<file path="config.mk">
export PLATFORM = sky130hd
export DESIGN_NAME = core_trace_gen_flat
export DESIGN_NICKNAME = d
export VERILOG_FILES = /design/src/rtl/core_trace_pkg.sv /design/src/rtl/core_trace_gen_if.sv /design/src/rtl/trace_fifo.sv /design/src/rtl/core_trace_gen.sv /design/src/flat_wrapper.sv
export SDC_FILE = /design/constraint.sdc
export NUM_CORES = 1
export LEC_CHECK = 0
export CAP_MARGIN = 0
export CORE_ASPECT_RATIO = 1.5
export CORE_MARGIN = 3
export CORE_UTILIZATION = 40
export CTS_BUF_LIST = sky130_fd_sc_hd__clkbuf_4 sky130_fd_sc_hd__clkbuf_8
export DETAILED_ROUTE_END_ITERATION = 12
export SYNTH_ARGS = -nofsm -noshare
export SYNTH_HDL_FRONTEND = slang
export SYNTH_SLANG_ARGS = --single-unit
</file>
<file path="constraint.sdc">
create_clock -name clk -period 2.9 [get_ports clk]
set_input_delay 0.435 -clock clk [delete_from_list [all_inputs] [get_ports clk]]
set_output_delay 0.435 -clock clk [all_outputs]
set_load 0.03 [all_outputs]
</file>
<file path="src/rtl/core_trace_pkg.sv">
// Shared types and constants for the commit-side trace generator and its checkers.
package core_trace_pkg;

    localparam int unsigned XLEN       = 32;
    localparam int unsigned FIFO_DEPTH = 4;
    localparam int unsigned CNT_W      = 16;

    localparam logic [31:0] ECALL_OPCODE = 32'h00000073;

    typedef enum logic [1:0] {
        RUN,
        DRAIN,
        SLEEP
    } wfi_state_e;

    typedef struct packed {
        logic [XLEN-1:0] pc;
        logic [31:0]     opcode;
        logic [XLEN-1:0] cause;
        logic [XLEN-1:0] tval;
        logic            iexception;
    } trace_rec_t;

endpackage

</file>
<file path="src/rtl/core_trace_gen_if.sv">
// Commit, WFI-control and trace-sink signals of core_trace_gen.
interface core_trace_gen_if #(
    parameter int unsigned CNT_W = 16
);
    import core_trace_pkg::*;

    logic            cmt_valid;
    logic [XLEN-1:0] cmt_pc;
    logic [31:0]     cmt_instr;
    logic            cmt_excp;
    logic [XLEN-1:0] cmt_cause;
    logic [XLEN-1:0] cmt_tval;
    logic            cmt_wfi;
    logic            wake_req;
    logic            lsu_idle;
    logic            trace_ready;

    logic             trace_ivalid;
    logic [XLEN-1:0]  trace_pc;
    logic [31:0]      trace_opcode;
    logic [XLEN-1:0]  trace_cause;
    logic [XLEN-1:0]  trace_tval;
    logic             trace_iexception;
    logic             trace_full;
    logic [CNT_W-1:0] trace_drop_cnt;
    logic             core_wfi_mode;

    // Core/sink side: drives commits and sink readiness, observes the trace stream.
    modport master (
        output cmt_valid, cmt_pc, cmt_instr, cmt_excp, cmt_cause, cmt_tval, cmt_wfi,
        output wake_req, lsu_idle, trace_ready,
        input  trace_ivalid, trace_pc, trace_opcode, trace_cause, trace_tval,
        input  trace_iexception, trace_full, trace_drop_cnt, core_wfi_mode
    );

    modport slave (
        input  cmt_valid, cmt_pc, cmt_instr, cmt_excp, cmt_cause, cmt_tval, cmt_wfi,
        input  wake_req, lsu_idle, trace_ready,
        output trace_ivalid, trace_pc, trace_opcode, trace_cause, trace_tval,
        output trace_iexception, trace_full, trace_drop_cnt, core_wfi_mode
    );

endinterface

</file>
<file path="src/rtl/trace_fifo.sv">
// Generic synchronous FIFO; caller guarantees no push when full without pop, no pop when empty.
module trace_fifo #(
    parameter int unsigned DEPTH = 4,
    parameter int unsigned WIDTH = 8
) (
    input  logic                     clk,
    input  logic                     rst_n,
    input  logic                     push,
    input  logic [WIDTH-1:0]         wdata,
    input  logic                     pop,
    output logic [WIDTH-1:0]         rdata,
    output logic [$clog2(DEPTH):0]   count,
    output logic                     full,
    output logic                     empty
);

    localparam int unsigned PW = $clog2(DEPTH);
    localparam int unsigned CW = PW + 1;

    logic [WIDTH-1:0] mem_q [DEPTH];
    logic [PW-1:0]    wptr_q;
    logic [PW-1:0]    rptr_q;
    logic [CW-1:0]    count_q;

    // DEPTH is a power of two, so pointer overflow is the modulo wrap.
    always_ff @(posedge clk or negedge rst_n) begin
        if (!rst_n) begin
            for (int i = 0; i < int'(DEPTH); i++) begin
                mem_q[i] <= '0;
            end
            wptr_q  <= '0;
            rptr_q  <= '0;
            count_q <= '0;
        end else begin
            if (push) begin
                mem_q[wptr_q] <= wdata;
                wptr_q        <= wptr_q + PW'(1);
            end
            if (pop) begin
                rptr_q <= rptr_q + PW'(1);
            end
            if (push && !pop) begin
                count_q <= count_q + CW'(1);
            end else if (pop && !push) begin
                count_q <= count_q - CW'(1);
            end
        end
    end

    assign rdata = mem_q[rptr_q];
    assign count = count_q;
    assign full  = (count_q == CW'(DEPTH));
    assign empty = (count_q == '0);

endmodule

</file>
<file path="src/rtl/core_trace_gen.sv">
// Commit-side trace generator: buffers retire records for the trace sink and runs the WFI sleep FSM.
module core_trace_gen
    import core_trace_pkg::*;
#(
    parameter int unsigned FIFO_DEPTH = 4,
    parameter int unsigned CNT_W      = 16
) (
    input logic             clk,
    input logic             rst_n,
    core_trace_gen_if.slave bus
);

    localparam int unsigned CW = $clog2(FIFO_DEPTH) + 1;

    trace_rec_t     wr_rec;
    trace_rec_t     rd_rec;
    logic [CW-1:0]  fifo_count;
    logic           fifo_full;
    logic           fifo_empty;
    logic           push;
    logic           pop;
    logic           drop;
    logic [CNT_W-1:0] drop_cnt_q;
    wfi_state_e     state_q;
    wfi_state_e     state_d;

    always_comb begin
        wr_rec            = '0;
        wr_rec.pc         = bus.cmt_pc;
        wr_rec.opcode     = bus.cmt_instr;
        wr_rec.iexception = bus.cmt_excp;
        if (bus.cmt_excp) begin
            wr_rec.cause = bus.cmt_cause;
            wr_rec.tval  = bus.cmt_tval;
        end
    end

    // A simultaneous pop frees a slot, so a full FIFO only drops when the sink stalls.
    assign pop  = !fifo_empty && bus.trace_ready;
    assign drop = bus.cmt_valid && (fifo_count == CW'(FIFO_DEPTH)) && !pop;
    assign push = bus.cmt_valid && !drop;

    trace_fifo #(
        .DEPTH (FIFO_DEPTH),
        .WIDTH ($bits(trace_rec_t))
    ) u_fifo (
        .clk   (clk),
        .rst_n (rst_n),
        .push  (push),
        .wdata (wr_rec),
        .pop   (pop),
        .rdata (rd_rec),
        .count (fifo_count),
        .full  (fifo_full),
        .empty (fifo_empty)
    );

    always_ff @(posedge clk or negedge rst_n) begin
        if (!rst_n) begin
            drop_cnt_q <= '0;
        end else if (drop && (drop_cnt_q != '1)) begin
            drop_cnt_q <= drop_cnt_q + CNT_W'(1);
        end
    end

    always_ff @(posedge clk or negedge rst_n) begin
        if (!rst_n) begin
            state_q <= RUN;
        end else begin
            state_q <= state_d;
        end
    end

    // Commits seen outside RUN are protocol violations; they are traced but ignored here.
    always_comb begin
        state_d = state_q;
        unique case (state_q)
            RUN: begin
                if (bus.cmt_valid && bus.cmt_wfi && !bus.cmt_excp && !bus.wake_req) begin
                    state_d = DRAIN;
                end
            end
            DRAIN: begin
                if (bus.wake_req) begin
                    state_d = RUN;
                end else if (bus.lsu_idle) begin
                    state_d = SLEEP;
                end
            end
            SLEEP: begin
                if (bus.wake_req) begin
                    state_d = RUN;
                end
            end
            default: state_d = RUN;
        endcase
    end

    assign bus.trace_ivalid     = !fifo_empty;
    assign bus.trace_pc         = rd_rec.pc;
    assign bus.trace_opcode     = rd_rec.opcode;
    assign bus.trace_cause      = rd_rec.cause;
    assign bus.trace_tval       = rd_rec.tval;
    assign bus.trace_iexception = rd_rec.iexception;
    assign bus.trace_full       = fifo_full;
    assign bus.trace_drop_cnt   = drop_cnt_q;
    assign bus.core_wfi_mode    = (state_q == SLEEP);

endmodule
</file>
<file path="src/flat_wrapper.sv">
// flat-port wrapper written by rule: the top's interface ports become plain ports
module core_trace_gen_flat import core_trace_pkg::*;
#(
    parameter int unsigned FIFO_DEPTH = 4,
    parameter int unsigned CNT_W      = 16
)
  (clk, rst_n, bus_cmt_valid, bus_cmt_pc, bus_cmt_instr, bus_cmt_excp, bus_cmt_cause, bus_cmt_tval, bus_cmt_wfi, bus_wake_req, bus_lsu_idle, bus_trace_ready, bus_trace_ivalid, bus_trace_pc, bus_trace_opcode, bus_trace_cause, bus_trace_tval, bus_trace_iexception, bus_trace_full, bus_trace_drop_cnt, bus_core_wfi_mode);
  core_trace_gen_if #(.CNT_W(CNT_W)) bus_i ();
  input logic clk;
  input logic rst_n;
  input wire logic [$bits(bus_i.cmt_valid)-1:0] bus_cmt_valid;
  input wire logic [$bits(bus_i.cmt_pc)-1:0] bus_cmt_pc;
  input wire logic [$bits(bus_i.cmt_instr)-1:0] bus_cmt_instr;
  input wire logic [$bits(bus_i.cmt_excp)-1:0] bus_cmt_excp;
  input wire logic [$bits(bus_i.cmt_cause)-1:0] bus_cmt_cause;
  input wire logic [$bits(bus_i.cmt_tval)-1:0] bus_cmt_tval;
  input wire logic [$bits(bus_i.cmt_wfi)-1:0] bus_cmt_wfi;
  input wire logic [$bits(bus_i.wake_req)-1:0] bus_wake_req;
  input wire logic [$bits(bus_i.lsu_idle)-1:0] bus_lsu_idle;
  input wire logic [$bits(bus_i.trace_ready)-1:0] bus_trace_ready;
  output wire logic [$bits(bus_i.trace_ivalid)-1:0] bus_trace_ivalid;
  output wire logic [$bits(bus_i.trace_pc)-1:0] bus_trace_pc;
  output wire logic [$bits(bus_i.trace_opcode)-1:0] bus_trace_opcode;
  output wire logic [$bits(bus_i.trace_cause)-1:0] bus_trace_cause;
  output wire logic [$bits(bus_i.trace_tval)-1:0] bus_trace_tval;
  output wire logic [$bits(bus_i.trace_iexception)-1:0] bus_trace_iexception;
  output wire logic [$bits(bus_i.trace_full)-1:0] bus_trace_full;
  output wire logic [$bits(bus_i.trace_drop_cnt)-1:0] bus_trace_drop_cnt;
  output wire logic [$bits(bus_i.core_wfi_mode)-1:0] bus_core_wfi_mode;
  assign bus_i.cmt_valid = bus_cmt_valid;
  assign bus_i.cmt_pc = bus_cmt_pc;
  assign bus_i.cmt_instr = bus_cmt_instr;
  assign bus_i.cmt_excp = bus_cmt_excp;
  assign bus_i.cmt_cause = bus_cmt_cause;
  assign bus_i.cmt_tval = bus_cmt_tval;
  assign bus_i.cmt_wfi = bus_cmt_wfi;
  assign bus_i.wake_req = bus_wake_req;
  assign bus_i.lsu_idle = bus_lsu_idle;
  assign bus_i.trace_ready = bus_trace_ready;
  assign bus_trace_ivalid = bus_i.trace_ivalid;
  assign bus_trace_pc = bus_i.trace_pc;
  assign bus_trace_opcode = bus_i.trace_opcode;
  assign bus_trace_cause = bus_i.trace_cause;
  assign bus_trace_tval = bus_i.trace_tval;
  assign bus_trace_iexception = bus_i.trace_iexception;
  assign bus_trace_full = bus_i.trace_full;
  assign bus_trace_drop_cnt = bus_i.trace_drop_cnt;
  assign bus_core_wfi_mode = bus_i.core_wfi_mode;
  core_trace_gen #(.FIFO_DEPTH(FIFO_DEPTH), .CNT_W(CNT_W)) u_core (.clk(clk), .rst_n(rst_n), .bus(bus_i));
endmodule
</file>
==> metrics, run 1 <==
Multi-input gate area=0.00982 mm²; WL final=57.6 mm; die area=0.0633 mm²; max frequency=0.350 GHz; 1st-pass router iterations=4; Initial Util=0.406; Worst Hold Class=in -> reg; FF-to-FF path depth=6; Final Setup Violations=0; critical path launch point type=flip-flop; top_reg_cell synth=dfrtp_1; Mapped Area=0.0241 mm²; Critical-path top delay cell=dfrtp_4; Layout Utilization=0.511; Slew Limit Fails=0; DRT iter0 DRCs=429; Worst VDD drop=621 µV; DRC=0; status=finished clean; first-pass GRT wire length=89.7 mm; period utilisation layout=0.984; hpwl dp=37.8 mm; max incr delay on CP=0.55 ns; Worst EP required=2.47 ns; Max-Slew Margin vs Limit=0.499; sequential area share after synthesis=0.562; switching share of power=0.357; post-route minimum period=2.85 ns; critical-path cell list=buf_12 > clkbuf_16 > buf_4 > mux4_2 > dlygate4sd2_1; routed len/inst=21.7 µm; IO buf count=283; Worst R2R Setup Slack=0.52 ns; Non-Filler Cell Area, Final=0.0303 mm²; CP max FO=5; final hold violation count=0; hold path startpoint=bus_wake_req; clock skew=0.0282 ns; Area growth syn-to-layout=25.8%; total grt overflow=0; Die H=307 µm; CORE AREA=0.0593 mm²; Syn Area/Cell=16.8 µm²; Post-synth EDFFs=0; clk buf depth=3; share of layout cells above drive strength 1=0.515; Worst-Margin Slew=0.751 ns; final hold slack=0.346 ns; Hold EP=u_core.state_q[0]$_DFFE_PN0P_; CP top delay family=buffers and inverters; RR Endpoint=u_core.u_fifo.mem_q[496]$_DFFE_PN0P_; Leakage=13.5 nW; routed vias=13.8k; Critical R2R Launch=u_core.u_fifo.count[0]$_DFFE_PN0P_; Syn Inst Count=1,435; RSZ-0062 raised after global routing=yes; NumNets Final=1,957; CP arrival=2.42 ns; Worst setup EP type=output pin; sequential power share=0.336; RePlAce Congestion=0.756; post-synth net total=1,578; WS Path Type=reg -> out; FILL cells=5,109; Die Width=206 µm; post-synth cell types=33; Core Rows=109; fraction of registers with async set/reset=1.00; Total GRT Usage=0.184; DP Area=0.0282 mm²; FF/Latch Area=0.0135 mm²; P_sw=0.0135 W; largest net degree at the start of global routing=80; synth warn=0; most frequent cells in the layout=dfrtp_1 (539), mux2_2 (477), clkdlybuf4s50_1 (152); number of synthesized register bits=541; antenna violations before repair=1; CP bufs+invs=4; clock-pin slew on the worst setup and hold paths=0.06 ns; max_cap viols=0; TritonCTS buffer count=87; Comb pwr share=0.469; H-tree depth=3; antenna viol nets, final=0; CTS tree=yes; worst hold path stage count=2; TritonCTS Sinks=541; Clock Latency Late Sink=0.66 ns; Clock power frac=0.194; Vias per Instance=5.20; internal power=0.0243 W; vias in the first global route=15.5k; clk root buf=clkbuf_8; I/O pin cnt=284; commonest non-fill, non-tap cell in the layout=dfrtp_1; P per Cell Area=1250 mW/mm²
## worst register-to-register path, stage by stage, from the launching register on
cell,delay (ns)
dfrtp_1,0.46
or4b_1,0.56
and2_1,0.22
buf_12,0.17
nand2_8,0.21
buf_12,0.26
mux2_2,0.39
## worst max-delay path by stage
stage,from,end,slack (ns),cells after the start
2_1_floorplan,bus_trace_ready,u_core.u_fifo.count[1]$_DFFE_PN0P_,0.60,7
3_3_place_gp,bus_trace_ready,u_core.u_fifo.mem_q[182]$_DFFE_PN0P_,0.07,7
5_1_grt,u_core.u_fifo.rptr_q[0]$_DFFE_PN0P_,bus_trace_pc[1],-0.07,6
4_1_cts,u_core.u_fifo.rptr_q[0]$_DFFE_PN0P_,bus_trace_cause[26],-0.08,4
6_report,u_core.u_fifo.rptr_q[0]$_DFFE_PN0P_,bus_trace_pc[28],0.05,5
3_5_place_dp,bus_trace_ready,u_core.u_fifo.mem_q[253]$_DFFE_PN0P_,0.05,7
## final cells by class
type / count / area share
sequential: 541 / 0.447
inverter: 4 / 0.000495
clock buffer: 140 / 0.0590
timing repair buffer: 383 / 0.131
antenna: 1 / 0.0000825
clock inverter: 18 / 0.00710
tap: 777 / 0.0321
multi-input combinational: 797 / 0.324
## synthesized netlist by cell type, drive strengths merged, types with 3 or more instances
master / instances / share of area
mux2: 519 / 0.24
buf: 76 / 0.029
nand2: 14 / 0.0034
dfrtp: 541 / 0.56
nand4: 8 / 0.0021
nor3: 5 / 0.0010
xnor2: 9 / 0.0033
ha: 6 / 0.0031
clkbuf: 17 / 0.0026
nor4: 6 / 0.0016
mux4: 129 / 0.12
and2: 66 / 0.017
nor2: 3 / 0.00047
nand3: 5 / 0.0010
inv: 4 / 0.00062
xor2: 11 / 0.0040
## flip-flops by register name (all words and copies together) (netlist names)
| signal | flops |
|---|---|
| u_core.u_fifo.count | 3 |
| u_core.u_fifo.wptr_q | 2 |
| u_core.u_fifo.mem_q | 516 |
| u_core.bus.trace_drop_cnt | 16 |
| u_core.u_fifo.rptr_q | 2 |
| u_core.state_q | 2 |
## metrics by stage
step	worst slack (ns)	total power, W	setup TNS [ns]	instances
final	0.0461	0.0378	0	2661
after global routing	-0.0704	0.0399	-0.771	2661
after CTS	-0.0800	0.0386	-1.13	2654
after detailed placement	0.0495	0.0313	0	2480
after global placement	0.0722	0.0308	0	2480
after floorplan	0.597	0.0245	0	1435
## what timing repair did
| action | CTS | global route |
|---|---|---|
| hold endpoints to repair | 63 | 0 |
| gates resized for setup | 367 | 64 |
| hold buffers | 1 | 0 |
| cloned | 3 | 1 |
| endpoints found under the setup margin | 124 | 34 |
| setup buffers | 12 | 5 |
| pin swaps | 0 | 0 |
## per-layer routing
layer,share of wire,global-route usage,vias up
li1,-,-,6101
met2,0.51,0.311,313
met3,0.057,0.0446,73
met1,0.41,0.230,7339
met5,0,0,-
met4,0.026,0.0656,0
## power groups by stage
stage / clock [W] / sequential (W) / combinational, W
floorplan: 0 / 0.0122 / 0.0124
global placement: 0 / 0.0126 / 0.0182
detailed placement: 0 / 0.0128 / 0.0184
CTS: 0.00762 / 0.0127 / 0.0182
global route: 0.00796 / 0.0131 / 0.0189
finish: 0.00734 / 0.0127 / 0.0177
## cell families after synthesis
family,synth area share
compound gates,0.00114
xor+xnor,0.00727
simple gates,0.0305
fa+ha+maj,0.00395
flops,0.562
buf+inv,0.0324
mux,0.363
Power figures use the tool's default switching activity.
==> run 2: changes to the inputs <==
--- a/config.mk
+++ b/config.mk
@@ -6,11 +6,14 @@
 export NUM_CORES = 1
 export LEC_CHECK = 0
 export CAP_MARGIN = 0
+export CELL_PAD_IN_SITES_DETAIL_PLACEMENT = 0
+export CELL_PAD_IN_SITES_GLOBAL_PLACEMENT = 1
 export CORE_ASPECT_RATIO = 1.5
 export CORE_MARGIN = 3
 export CORE_UTILIZATION = 40
 export CTS_BUF_LIST = sky130_fd_sc_hd__clkbuf_4 sky130_fd_sc_hd__clkbuf_8
 export DETAILED_ROUTE_END_ITERATION = 12
+export PLACE_DENSITY_LB_ADDON = 0.1
 export SYNTH_ARGS = -nofsm -noshare
 export SYNTH_HDL_FRONTEND = slang
 export SYNTH_SLANG_ARGS = --single-unit
==> run 2 against run 1 <==
  * Register-to-register slack hardly changed
  * Combinational power is essentially flat
  * Sequential power hardly changed
  * Cell count grew 0.26%
  * Core utilization decreased by 0.20 points
  * Clock skew fell by 0.0018 ns
  * Sequential share of layout area increased by 0.18 points
  * Power is 1.1% lower
  * Global-route usage up 0.73 points
  * Sequential cell count did not move
  * Critical path depth up 1
  * Clock-buffer cell count fell by 8
==> metrics, run 2 (synthesis results as in run 1) <==
total negative slack=0 ns; period utilisation layout=0.986; Core Rows=109; total grt overflow=0; share of layout cells above drive strength 1=0.521; DRT iter0 DRCs=482; Non-Filler Cell Area, Final=0.0302 mm²; Layout Utilization=0.509; NumNets Final=1,977; critical path launch point type=flip-flop; Leakage=13.4 nW; Post-Place Cells=2,486; IO buf count=283; clk buf depth=3; TritonCTS Sinks=541; Max-Slew Margin vs Limit=0.466; Clock Latency Late Sink=0.68 ns; CP arrival=2.42 ns; Total GRT Usage=0.191; Worst EP required=2.47 ns; Worst Hold Class=in -> async; CP top delay family=buffers and inverters; Initial Util=0.406; CP max FO=14; routed vias=14.0k; critical-path cell list=buf_12 > buf_12 > buf_16 > buf_6 > mux4_2 > buf_6; H-tree depth=3; Critical-path top delay cell=dfrtp_4; Top reg by flops=u_core.u_fifo.mem_q; Worst R2R Setup Slack=0.52 ns; Critical R2R Launch=u_core.u_fifo.count[0]$_DFFE_PN0P_; first-pass GRT wire length=92.9 mm; max frequency=0.350 GHz; final hold violation count=0; max_cap viols=0; hpwl dp=39.7 mm; 1st-pass router iterations=4; I/O pin cnt=284; Die H=307 µm; P per Cell Area=1240 mW/mm²; clk root buf=clkbuf_8; Area growth syn-to-layout=25.3%; clock skew=0.0263 ns; Worst-Margin Slew=0.801 ns; CORE AREA=0.0593 mm²; WL final=60.0 mm; routed len/inst=22.5 µm; commonest non-fill, non-tap cell in the layout=dfrtp_1; RePlAce Congestion=0.762; FF/Latch Area=0.0135 mm²; vias in the first global route=15.7k; Slew Limit Fails=0; Final Setup Violations=0; RSZ-0062 raised after global routing=yes; Vias per Instance=5.23; WS Path Type=reg -> out; die area=0.0633 mm²; most frequent cells in the layout=dfrtp_1 (539), mux2_2 (477), clkdlybuf4s50_1 (152); CP bufs+invs=5; DRC=0; RR Endpoint=u_core.u_fifo.mem_q[152]$_DFFE_PN0P_; Multi-input gate area=0.00982 mm²; Worst setup EP type=output pin; DP Area=0.0283 mm²; final hold slack=0.307 ns; TritonCTS buffer count=88; fin cells=2,668; largest net degree at the start of global routing=97; FF-to-FF path depth=6; status=finished clean; antenna violations before repair=6; FILL cells=5,160; clock-pin slew on the worst setup and hold paths=0.06 ns; Die Width=206 µm; CTS tree=yes; max incr delay on CP=0.53 ns; max FFs per register=516; Worst VDD drop=728 µV; post-route minimum period=2.86 ns; antenna viol nets, final=0
run 2: where the power goes:
group	internal [W]	switching (W)	leakage (nW)
clock	0.00363	0.00301	0.931
sequential	0.0110	0.00166	6.71
combinational	0.00910	0.00893	5.77
total	0.0237	0.0136	13.4
run 2: worst max-delay path by stage:
stage | endpoint | cells past startpoint | from | slack [ns]
after floorplan | u_core.u_fifo.count[1]$_DFFE_PN0P_ | 7 | bus_trace_ready | 0.60
after global placement | u_core.u_fifo.mem_q[98]$_DFFE_PN0P_ | 7 | bus_trace_ready | 0.08
after detailed placement | u_core.u_fifo.mem_q[105]$_DFFE_PN0P_ | 7 | bus_trace_ready | 0.07
after CTS | bus_trace_pc[30] | 6 | u_core.u_fifo.rptr_q[0]$_DFFE_PN0P_ | -0.15
after global routing | bus_trace_pc[14] | 6 | u_core.u_fifo.rptr_q[0]$_DFFE_PN0P_ | -0.06
final | bus_trace_pc[3] | 6 | u_core.u_fifo.rptr_q[0]$_DFFE_PN0P_ | 0.04
run 2: final cells by class:
class	count	share of cell area
multi-input cells	797	0.325
clock inverters	12	0.00410
flip-flops and latches	541	0.448
clock buffers	132	0.0533
repair buffers	402	0.136
inverters	4	0.000497
diodes	3	0.000249
well taps	777	0.0322
run 2: routing by layer:
metal,wire [µm],part of all wire,GRT usage
met1,24800,0.41,0.241
met2,30800,0.51,0.329
met3,3050,0.051,0.0424
met4,1240,0.021,0.0597
met5,27,0.00045,0
run 2: through the flow:
| stage | power, W | setup WS [ns] |
|---|---|---|
| finish | 0.0373 | 0.0401 |
| global route | 0.0394 | -0.0646 |
| CTS | 0.0380 | -0.154 |
| detailed placement | 0.0314 | 0.0675 |
| global placement | 0.0310 | 0.0784 |
| floorplan | 0.0245 | 0.597 |
run 2: repair_timing:
item,in CTS,in global routing
endpoints found under the hold margin,53,0
buffers inserted,28,5
setup endpoints to repair,123,40
cloned,1,1
resized for setup,418,58
hold buffers,1,0
run 2: worst reg2reg max path, stage by stage (launching register included):
cell,delay (ns)
dfrtp_1,0.45
or4b_1,0.55
and2_1,0.23
buf_12,0.17
nand2_8,0.21
buf_12,0.25
mux2_2,0.37
==> RTL edit 1, RTL diff (settings of run 2) <==
Reset style: synchronous (`rst_n`), changed in 3 clocked blocks.
--- a/src/rtl/trace_fifo.sv
+++ b/src/rtl/trace_fifo.sv
@@ -23,7 +23,7 @@
     logic [CW-1:0]    count_q;
 
     // DEPTH is a power of two, so pointer overflow is the modulo wrap.
-    always_ff @(posedge clk or negedge rst_n) begin
+    always_ff @(posedge clk) begin
         if (!rst_n) begin
             for (int i = 0; i < int'(DEPTH); i++) begin
                 mem_q[i] <= '0;
--- a/src/rtl/core_trace_gen.sv
+++ b/src/rtl/core_trace_gen.sv
@@ -55,7 +55,7 @@
         .empty (fifo_empty)
     );
 
-    always_ff @(posedge clk or negedge rst_n) begin
+    always_ff @(posedge clk) begin
         if (!rst_n) begin
             drop_cnt_q <= '0;
         end else if (drop && (drop_cnt_q != '1)) begin
@@ -63,7 +63,7 @@
         end
     end
 
-    always_ff @(posedge clk or negedge rst_n) begin
+    always_ff @(posedge clk) begin
         if (!rst_n) begin
             state_q <= RUN;
         end else begin
Function: differs if rst_n is asserted again (counterexample within 4 cycles, from zero or initial values and one cycle with rst_n low); with rst_n held inactive, the same outputs for 4 cycles.
==> RTL edit 1 against run 2 <==
Worst setup slack gained 0.052 ns. Clock skew shrank 0.011 ns. Synthesized cell count grew 3.1%. Cell area shrank 4.1%. Area after synthesis shrank 4.0%. Global-route usage grew 0.35 points. Via count shrank 5.1%. Sequential cell count grew 2. Wire length shrank 1.5%. Critical endpoint is now bus_trace_opcode[22]. Largest cell class unchanged.
Power is not compared: it rests on default switching activity, and its combinational part moved more than twofold at a synthesized area within 25%.
==> RTL edit 1: results (changes against run 2) <==
Status
The run finished with clean final reports.

Setup path
The cell count of the worst reg-to-reg path came to 5 (-1). The maximum cell stage delay along the critical path came to 0.58 ns (+0.05 ns). Among all stages on the critical path, the largest delay is contributed by mux4_2. The register-to-register path setup slack is 0.60 ns (+0.08 ns). The endpoint identified for the worst register-to-register timing path is u_core.bus.trace_drop_cnt[12].

The worst setup path endpoint is bus_trace_opcode[22]. The largest driver fanout on the critical path is 22 (+8). The endpoint arrival time on the critical path is 2.37 ns (-0.05 ns).

Layout
The total of plain and repair buffers excluding clock buffers came to 329 (-18%). The total inserted antenna cells is 4 (+1). The clock network area share is 5.54% (-0.20 points). The register area is 0.0160 mm^2 (+18%). The number of fill cells is 5028 (-2.6%).

The proportion of layout cells with a drive suffix above 1 came to 17.6% (-35 points). The layout clock buffer count is 116 (-12%). The multi-input combinational cell count is 775 (-2.8%).

Global route
The number of global-route vias before repair is 14200 (-9.4%). The initial antenna violation count was 9 (+3). The largest net degree at the start of global routing came to 66 (-32%). The overall global routing resource usage is 19.5% (+0.35 points). The met3 track utilization from global routing came to 5.23% (+1.0 points). The met1 capacity usage during global routing came to 22.8% (-1.3 points).

Clock tree
The number of clock buffers inserted by TritonCTS was 87 (-1.1%). The total setup buffers inserted after CTS is 1 (-96%).

Route
The detailed-route via count is 13200 (-5.1%). The sum of routed wire segments on met1 is 22600 um (-9.1%). The initial detailed-routing violation count is 577 (+20%). The sum of met2 wire segment lengths after detailed routing is 30800 um (-0.12%).

Synthesis
The count of different cell masters after synthesis is 44 (+33%). Sorting the synthesized cells by how often they occur yields 516 x edfxtp_1, 322 x and2_1, 139 x nor2_1. The count of flip-flops with a built-in enable after synthesis is 516 (+516). The fraction of synthesized cell area in xor and xnor cells came to 0.227% (-0.50 points).

The multiplexer share of the synthesized area came to 13.0% (-23 points). For this run, the leading register cell type out of synthesis is edfxtp_1. The total nets after synthesis is 1619 (+2.6%). The register area share after synthesis is 69.3% (+13 points). The synthesized-area fraction occupied by ao, oa, aoi and oai cells is 0.811% (+0.70 points).

Timing
The max-slew headroom at the worst pin is 33.1% (-14 points). The final clock skew is 0.0151 ns (-0.0112 ns).

Min path
The min-delay analysis places its worst path in the category input port to flip-flop.
-- RTL edit 1: changes by cell type after synthesis, moves of 13 or more --
cell | run 2 | this run
and2_1 | 66 | 322
nor2_1 | 3 | 139
dfxtp_1 | 0 | 27
mux2_1 | 42 | 0
buf_6 | 53 | 0
dfrtp_1 | 541 | 0
mux2_2 | 477 | 0
buf_2 | 15 | 2
nand2_1 | 10 | 85
buf_1 | 8 | 21
edfxtp_1 | 0 | 516
clkbuf_1 | 17 | 67
inv_1 | 4 | 71
-- RTL edit 1: per-stage QoR --
step / setup WS (ns) / util [%] / hold slack [ns] / total power (W)
final: 0.0917 / 50.8 / 0.444 / 0.0221
after global routing: -0.00435 / 50.8 / 0.441 / 0.0231
after CTS: -0.274 / 50.6 / 0.360 / 0.0223
after detailed placement: 0.0874 / 47.9 / 0.442 / 0.0164
after global placement: 0.115 / 47.9 / 0.431 / 0.0164
after floorplan: -0.434 / - / 0.414 / 0.0136
==> RTL edit 2, RTL diff (config.mk and constraints of run 2) <==
Without the edit above. `FIFO_DEPTH` is set to 4 in 3 places; all go to 2.
--- a/src/rtl/core_trace_pkg.sv
+++ b/src/rtl/core_trace_pkg.sv
@@ -2,7 +2,7 @@
 package core_trace_pkg;
 
     localparam int unsigned XLEN       = 32;
-    localparam int unsigned FIFO_DEPTH = 4;
+    localparam int unsigned FIFO_DEPTH = 2;
     localparam int unsigned CNT_W      = 16;
 
     localparam logic [31:0] ECALL_OPCODE = 32'h00000073;
--- a/src/rtl/core_trace_gen.sv
+++ b/src/rtl/core_trace_gen.sv
@@ -2,7 +2,7 @@
 module core_trace_gen
     import core_trace_pkg::*;
 #(
-    parameter int unsigned FIFO_DEPTH = 4,
+    parameter int unsigned FIFO_DEPTH = 2,
     parameter int unsigned CNT_W      = 16
 ) (
     input logic             clk,
--- a/src/flat_wrapper.sv
+++ b/src/flat_wrapper.sv
@@ -1,7 +1,7 @@
 // flat-port wrapper written by rule: the top's interface ports become plain ports
 module core_trace_gen_flat import core_trace_pkg::*;
 #(
-    parameter int unsigned FIFO_DEPTH = 4,
+    parameter int unsigned FIFO_DEPTH = 2,
     parameter int unsigned CNT_W      = 16
 )
   (clk, rst_n, bus_cmt_valid, bus_cmt_pc, bus_cmt_instr, bus_cmt_excp, bus_cmt_cause, bus_cmt_tval, bus_cmt_wfi, bus_wake_req, bus_lsu_idle, bus_trace_ready, bus_trace_ivalid, bus_trace_pc, bus_trace_opcode, bus_trace_cause, bus_trace_tval, bus_trace_iexception, bus_trace_full, bus_trace_drop_cnt, bus_core_wfi_mode);
Function: changed (a bounded check fails within 4 cycles, from zero or initial values and one cycle with rst_n low).
==> RTL edit 2 against run 2 <==
Wire length decreased by 50%. Sequential cell count shrank 261. Area after synthesis is 49% lower. Utilization is 4.6 points higher. Combinational power down 42%. Register-to-register slack gained 0.39 ns. Worst setup slack improved by 0.092 ns. Count of clock-buffer cells in the layout fell by 56. Total power is 44% lower. Cell area is 45% lower. Critical path type unchanged. Largest cell class unchanged.
==> RTL edit 2: results (changes against run 2) <==
Clock tree
The H-tree level count came to 2 (-1). The number of clock buffers inserted by TritonCTS is 46 (-48%). The latest clock arrival within the worst-skew pair is 0.57 ns (-0.11 ns).

Setup path
The cell count of the worst reg-to-reg path is 4 (-2). The register-to-register path setup slack is 0.91 ns (+0.39 ns). The endpoint arrival time on the critical path is 2.33 ns (-0.09 ns).

The critical path starts at u_core.u_fifo.rptr_q. The largest driver fanout on the critical path is 34 (+20).

Synthesis
The adder and majority cell fraction of the synthesized area was 0.204% (-0.19 points). The commonest cells after synthesis are 280 x dfrtp_1, 230 x mux2_2, 203 x nand2_1. The count of different cell masters after synthesis is 36 (+9.1%). The multiplexer share of the synthesized area was 24.0% (-12 points). The fraction of synthesized cell area in xor and xnor cells is 1.14% (+0.42 points). The number of register bits inferred by synthesis was 280 (-48%). By area the synthesized netlist is led by dfrtp_1 57%, mux2_2 21%, nand2_1 6.2%.

Pwr
The maximum resistive drop on vdd is 0.655 mV (-10%).

Layout
The non-clock inverter instance count of the final layout was 2 (-2). The combined area of the multi-input logic cells is 0.00483 mm^2 (-51%). The total of plain and repair buffers excluding clock buffers is 313 (-22%). The proportion of layout cells with a drive suffix above 1 is 26.2% (-26 points).

Global route
The largest net degree at the start of global routing was 68 (-30%). The met2 track demand over resource in global routing is 31.7% (-1.1 points).

Placement
The pre-CTS setup slack is 0.471 ns (+0.404 ns). The post-placement cell area was 0.0155 mm^2 (-45%).

Route
The initial detailed-routing violation count is 210 (-56%).

Timing
The final hold slack is 0.389 ns (+0.0819 ns). The smallest setup slack after layout was 0.132 ns (+0.0916 ns).

Status
The run finished with clean final reports.
-- RTL edit 2: metal layers --
layer	share of wire [%]	routed length, um	vias to the layer above
li1	-	-	4061
met1	38	11500	4096
met2	52	15500	212
met3	8.0	2400	45
met4	2.0	592	2
met5	0.043	13	-
-- RTL edit 2: power by group through the flow --
stage	registers, W	clock network [W]	logic (W)
6_report	0.00668	0.00355	0.0105
5_1_grt	0.00693	0.00385	0.0113
4_1_cts	0.00672	0.00369	0.0107
3_5_place_dp	0.00681	0	0.0106
3_3_place_gp	0.00676	0	0.0106
2_1_floorplan	0.00647	0	0.00694
-- RTL edit 2: stage by stage --
stage               std cells  setup TNS, ns
floorplan                1003              0
global placement         1643              0
detailed placement       1643              0
CTS                      1726       -0.00907
global route             1729              0
finish                   1730              0
-- RTL edit 2: worst max-delay path, cell delays in order, from the launching register on --
cell,delay (ns)
dfrtp_4,0.52
buf_12,0.24
mux2_2,0.38
clkdlybuf4s50_1,0.60
